### config.mk
export PLATFORM = sky130hd
export DESIGN_NAME = mfp_ahb_lite_master
export DESIGN_NICKNAME = d
export VERILOG_FILES = /design/src/rtl/mfp_ahb_lite_master.sv
export SDC_FILE = /design/constraint.sdc
export NUM_CORES = 1
export LEC_CHECK = 0
export ABC_AREA = 1
export CORE_ASPECT_RATIO = 1.5
export CORE_MARGIN = 4
export CORE_UTILIZATION = 46
export CTS_CLUSTER_SIZE = 40
export DETAILED_ROUTE_END_ITERATION = 8
export PLACE_DENSITY_LB_ADDON = 0.15
export SETUP_SLACK_MARGIN = 0.05
export SYNTH_ARGS = -nofsm -noshare
export SYNTH_HDL_FRONTEND = slang
export SYNTH_SLANG_ARGS = --single-unit
### constraint.sdc
create_clock -name HCLK -period 9.2 [get_ports HCLK]
set_input_delay 1.84 -clock HCLK [delete_from_list [all_inputs] [get_ports HCLK]]
set_output_delay 1.84 -clock HCLK [all_outputs]
set_load 0.005 [all_outputs]
### src/rtl/mfp_ahb_lite_master.sv
// mfp_ahb_lite_master
//   AHB-Lite single-master initiator. Turns a valid/ready request port into
//   pipelined SINGLE transfers: one transfer may sit in the address phase (A)
//   while the previous one is in the data phase (D). Responses come back in
//   request order as a one-cycle rsp_valid pulse.
//
// Ports
//   HCLK, HRESET        clock, asynchronous active-high reset
//   req_*               request port (valid/ready handshake, byte address,
//                       HSIZE encoding, write data)
//   rsp_*               completion pulse, read data (0 for writes), error flag
//   H*                  AHB-Lite master interface
//
// Optional feature
//   MFP_AHB_MASTER_STATS_EN : adds stat_xfer_cnt / stat_err_cnt / stat_wait_cnt,
//   16-bit saturating counters of responses, error responses and data-phase
//   wait states.
module mfp_ahb_lite_master #(
   parameter int HADDR_WIDTH = 32,
   parameter int HDATA_WIDTH = 32
) (
   input  logic                   HCLK,
   input  logic                   HRESET,
   input  logic                   req_valid,
   output logic                   req_ready,
   input  logic                   req_write,
   input  logic [HADDR_WIDTH-1:0] req_addr,
   input  logic [2:0]             req_size,
   input  logic [HDATA_WIDTH-1:0] req_wdata,
   output logic                   rsp_valid,
   output logic [HDATA_WIDTH-1:0] rsp_rdata,
   output logic                   rsp_err,
   output logic [HADDR_WIDTH-1:0] HADDR,
   output logic [1:0]             HTRANS,
   output logic                   HWRITE,
   output logic [2:0]             HSIZE,
   output logic [2:0]             HBURST,
   output logic [3:0]             HPROT,
   output logic                   HMASTLOCK,
   output logic [HDATA_WIDTH-1:0] HWDATA,
   input  logic [HDATA_WIDTH-1:0] HRDATA,
   input  logic                   HREADY,
   input  logic                   HRESP
`ifdef MFP_AHB_MASTER_STATS_EN
   ,
   output logic [15:0]            stat_xfer_cnt,
   output logic [15:0]            stat_err_cnt,
   output logic [15:0]            stat_wait_cnt
`endif
);

   localparam logic [1:0] TR_IDLE   = 2'b00;
   localparam logic [1:0] TR_NONSEQ = 2'b10;

   // address-phase register A (addr/write/size drive the bus directly)
   logic                   r_a_valid;
   logic [HADDR_WIDTH-1:0] r_a_addr;
   logic                   r_a_write;
   logic [2:0]             r_a_size;
   logic [HDATA_WIDTH-1:0] r_a_wdata;
   // data-phase register D
   logic                   r_d_valid;
   logic                   r_d_write;
   logic [HDATA_WIDTH-1:0] r_hwdata;
   // cancel flag: suppresses the pending address phase during a 2-cycle ERROR
   logic                   r_cancel;
   logic [1:0]             r_htrans;
   // response register R
   logic                   r_rsp_valid;
   logic [HDATA_WIDTH-1:0] r_rsp_rdata;
   logic                   r_rsp_err;

   logic                   w_accept;
   logic                   w_a_done;
   logic                   w_d_done;
   logic                   w_c_set;
   logic                   w_a_valid_nxt;
   logic                   w_c_nxt;
   logic [HADDR_WIDTH-1:0] w_addr_aligned;

   assign req_ready = !HRESET && !r_cancel && (!r_a_valid || HREADY);
   assign w_accept  = req_valid && req_ready;
   assign w_a_done  = r_a_valid && !r_cancel && HREADY;
   assign w_d_done  = r_d_valid && HREADY;
   // first ERROR cycle with a transfer queued behind it: pull HTRANS to IDLE
   assign w_c_set   = r_d_valid && HRESP && !HREADY && r_a_valid && !r_cancel;

   assign w_a_valid_nxt = w_accept ? 1'b1 : (w_a_done ? 1'b0 : r_a_valid);
   assign w_c_nxt       = w_c_set  ? 1'b1 : (w_d_done ? 1'b0 : r_cancel);

   always_comb begin
      w_addr_aligned = req_addr;
      if (req_size == 3'd1) w_addr_aligned[0]   = 1'b0;
      if (req_size == 3'd2) w_addr_aligned[1:0] = 2'b00;
   end

   always_ff @(posedge HCLK or posedge HRESET) begin
      if (HRESET) begin
         r_a_valid   <= 1'b0;
         r_a_addr    <= '0;
         r_a_write   <= 1'b0;
         r_a_size    <= 3'd0;
         r_a_wdata   <= '0;
         r_d_valid   <= 1'b0;
         r_d_write   <= 1'b0;
         r_hwdata    <= '0;
         r_cancel    <= 1'b0;
         r_htrans    <= TR_IDLE;
         r_rsp_valid <= 1'b0;
         r_rsp_rdata <= '0;
         r_rsp_err   <= 1'b0;
      end else begin
         r_a_valid <= w_a_valid_nxt;
         r_cancel  <= w_c_nxt;
         // HTRANS is registered from the next-state of A and C
         r_htrans  <= (w_a_valid_nxt && !w_c_nxt) ? TR_NONSEQ : TR_IDLE;
         if (w_accept) begin
            r_a_addr  <= w_addr_aligned;
            r_a_write <= req_write;
            r_a_size  <= req_size;
            r_a_wdata <= req_wdata;
         end
         if (w_a_done) begin
            r_d_valid <= 1'b1;
            r_d_write <= r_a_write;
            r_hwdata  <= r_a_wdata;
         end else if (w_d_done) begin
            r_d_valid <= 1'b0;
         end
         r_rsp_valid <= w_d_done;
         if (w_d_done) begin
            r_rsp_rdata <= r_d_write ? '0 : HRDATA;
            r_rsp_err   <= HRESP;
         end
      end
   end

   assign HADDR     = r_a_addr;
   assign HTRANS    = r_htrans;
   assign HWRITE    = r_a_write;
   assign HSIZE     = r_a_size;
   assign HWDATA    = r_hwdata;
   assign HBURST    = 3'b000;
   assign HPROT     = 4'b0011;
   assign HMASTLOCK = 1'b0;
   assign rsp_valid = r_rsp_valid;
   assign rsp_rdata = r_rsp_rdata;
   assign rsp_err   = r_rsp_err;

`ifdef MFP_AHB_MASTER_STATS_EN
   logic [15:0] r_xfer_cnt;
   logic [15:0] r_err_cnt;
   logic [15:0] r_wait_cnt;

   always_ff @(posedge HCLK or posedge HRESET) begin
      if (HRESET) begin
         r_xfer_cnt <= 16'd0;
         r_err_cnt  <= 16'd0;
         r_wait_cnt <= 16'd0;
      end else begin
         if (r_rsp_valid && r_xfer_cnt != 16'hFFFF)
            r_xfer_cnt <= r_xfer_cnt + 16'd1;
         if (r_rsp_valid && r_rsp_err && r_err_cnt != 16'hFFFF)
            r_err_cnt <= r_err_cnt + 16'd1;
         if (r_d_valid && !HREADY && r_wait_cnt != 16'hFFFF)
            r_wait_cnt <= r_wait_cnt + 16'd1;
      end
   end

   assign stat_xfer_cnt = r_xfer_cnt;
   assign stat_err_cnt  = r_err_cnt;
   assign stat_wait_cnt = r_wait_cnt;
`endif

endmodule

Word level (Yosys, flattened, before mapping)

Cells that the tools add are included.

Input port bits: 105
Bits in registers: 140

Reductions and logical operators: 18
Eq/ne operators: 2
Mux-type cells: 10

Operators with widths:

| kind                                                 | count |
|---|---|
| two-way mux 32 bit                                   | 1 |
| logical AND 1 bit                                    | 11 |
| two-way mux 1 bit                                    | 7 |
| logical NOT 1 bit                                    | 5 |
| two-way mux 2 bit                                    | 2 |
| equality test 3 x 1 -> 1 bit (second input constant) | 1 |
| equality test 3 x 2 -> 1 bit (second input constant) | 1 |
| nonzero test 2 bit                                   | 1 |
| logical OR 1 bit                                     | 1 |

Depth between registers and ports, before layout

Word-level depth: 8
Mapped depth: 8

Least setup slack after synthesis

Ideal clock, no wire load.

Path type: input to output
Start: input HREADY
End: output req_ready
Setup slack: 5301 ps
Cell stages on the path: 4
Arrival time: 2059 ps
Data required time: 7360 ps
Path through: inv_1 -> nand2_2 -> nand2_1 -> inv_1

Longest elaborated chain between the ends: 2

Ends and longest elaborated chain:

| element            | line | text |
|---|---|---|
| start: declaration | 42   | `input logic HREADY,` |
| logical OR 1 bit   | 81   | `assign req_ready = !HRESET && !r_cancel && (!r_a_valid \|\| HREADY);` |
| logical AND 1 bit  | 81   |  |
| end: declaration   | 25   | `output logic req_ready,` |

No other way between the ends.

Worst setup path in the final report

Same ends and word-level chain as after synthesis.

==> metrics.txt <==
final wirelength 13.4 mm; GPL Wtd Cong 0.766; R2R Setup Slk 6700 ps; Final period util 54.1%; final setup vio count 0; Crit Reg-Reg Endpoint r_a_wdata[18]; Final HPWL DP 9.31 mm; worst setup margin 4220 ps; Final nets 878; core area 0.0115 mm2; leakage power 3.75 nW; Power Dens Cells 177 mW/mm2; highest clock rate 0.201 GHz; Global Route Usage Sum 20.5%; I/O pins 218; first-pass GRT wire length 21.3 mm; max_cap viols 0; Area growth syn-to-layout 50.5%; first-iteration detailed-routing DRC count 214; die height 140 um; post-cts resize count 0; Placed Instance Area 0.00746 mm2; Reg2Reg Depth 6; Rows 48; Worst-Margin Slew 976 ps; initial antenna violation count 0; CP Data Arrival Time 3140 ps; Avg Synthesized Cell Area 9.32 um2; CTS Root Cell clkbuf_16; H-Tree Depth 4; # DRC 0; type of origin of the critical path input pin; number of global-route vias before repair 4400; clock skew 7.42 ps; drt wl/cell 14.3 um; Die ar. 0.0135 mm2; total number of vias 4356; largest net degree at the start of global routing 81; vias per cell 4.65; Final Hold Viols 0; hold buffer count at cts 0; CTS Buf Count 17; Overflow after GRT 0; DRT Pass-1 Iters 4; CP endpoint kind output pin; diode count 0; crit path from HREADY; Num Clock Sinks 139; Reg clk slew, reported paths 60 ps; HP Class flop to flop; CP endpoint req_ready; Critical Path RT 7360 ps; layout cells sized above 1 5.47%; Die W 96.2 um; post-route cell area 0.00808 mm2; pre-CTS WS 4220 ps; Port-buffer cells 208; status completed; setup repair bufs after CTS 0; max-slew violation count 0; Synth Instances 576; Initial Util 46.8%; ANT nets after route 0; #FFs+latches synth 139; Post-Syn Area 0.00537 mm2; critical path type input pin to output pin; worst ir drop on vdd 0.130 mV; Skew-Pair Late Insertion Delay 410 ps; unrepaired setup endpoints after global routing false; minimum clock period 4980 ps; Slew headroom 34.9%; Distinct cells, synth 19; deepest clock path buffer count 2; sequential fraction of the synthesis area 64.8%; TritonCTS clock tree yes; setup tns final 0 ps; RR Startpoint r_cancel; Max Fanout on Critical Path 3; YS warnings 0
[Yosys cell counts, drive strengths merged]
cell	count	share of area [%]
nand3	5	0.70
nand2	240	17
conb	2	0.14
nor2	4	0.42
clkbuf	14	0.98
dfrtp	139	65
a21oi	1	0.093
buf	26	3.6
inv	44	3.1
o21ai	100	9.3
o22ai	1	0.12
[registers in the layout, summed over array words and instances (netlist names)]
register,flops
r_d_write,1
HWRITE,1
rsp_err,1
HWDATA,32
r_a_wdata,32
HADDR,32
r_a_valid,1
rsp_rdata,32
rsp_valid,1
r_cancel,1
r_d_valid,1
HSIZE,3
HTRANS,1
[placed cells by master, fill, tap and decap left out, drive strengths merged]
master and instances:
inv 46, nand2 240, o22ai 1, bufinv 4
clkinvlp 3, nand3 5, o21ai 100, clkdlybuf4s50 208
conb 9, a21oi 1, clkinv 6, dfrtp 139
buf 3, clkbuf 17, nor2 4
[power breakdown]
group	switching [W]	total [W]	internal [W]	leakage, nW
clock	0.000256	0.000709	0.000454	0.299
sequential	0.00000607	0.000631	0.000625	1.79
combinational	0.0000321	0.0000868	0.0000547	1.66
[per-layer routing]
metal	global-route usage [%]	share of wire, %
met1	23.9	39
met2	34.2	51
met3	8.01	9.4
met4	6.30	1.0
met5	0	0
[through the flow]
stage / cells / hold WS [ps] / power (W) / utilization [%]
4_1_cts: 936 / 481 / 0.00144 / 70.4
3_3_place_gp: 904 / 462 / 0.000728 / 65.0
6_report: 936 / 477 / 0.00143 / 70.4
3_5_place_dp: 904 / 465 / 0.000730 / 65.0
2_1_floorplan: 583 / 470 / 0.000667 / -
5_1_grt: 936 / 505 / 0.00148 / 70.4
[worst min path at each step]
stage                         start         to  slack, ps  cells after the start
after detailed placement  HADDR[12]  HADDR[12]        460                      2
after floorplan           r_d_valid  r_d_valid        470                      2
after global routing        rsp_err    rsp_err        500                      2
final                       rsp_err    rsp_err        480                      2
after CTS                   rsp_err    rsp_err        480                      2
after global placement     HADDR[9]   HADDR[9]        460                      2
[cell type report]
class / instances / area [um2]
fill: 893 / 3390
inverter: 44 / 170
sequential: 139 / 3480
clock buffer: 17 / 425
multi-input combinational: 360 / 1520
clock inverter: 15 / 198
timing repair buffer: 211 / 2100
tap: 150 / 188
[worst max-delay path, cell delays in order]
cell,delay [ps]
clkdlybuf4s50_1,540
inv_1,90
nand2_2,90
nand2_1,50
inv_1,50
clkdlybuf4s50_1,480
[cells by family after synthesis]
logic type / after synthesis / share of synthesized area (%)
AO/OA/AOI/OAI: 102 / 9.53
buffers and inverters: 84 / 7.62
flip-flops: 139 / 64.8
other: 2 / 0.140
AND/OR/NAND/NOR: 249 / 17.9
Note: power is estimated with default switching activity, not from simulation.
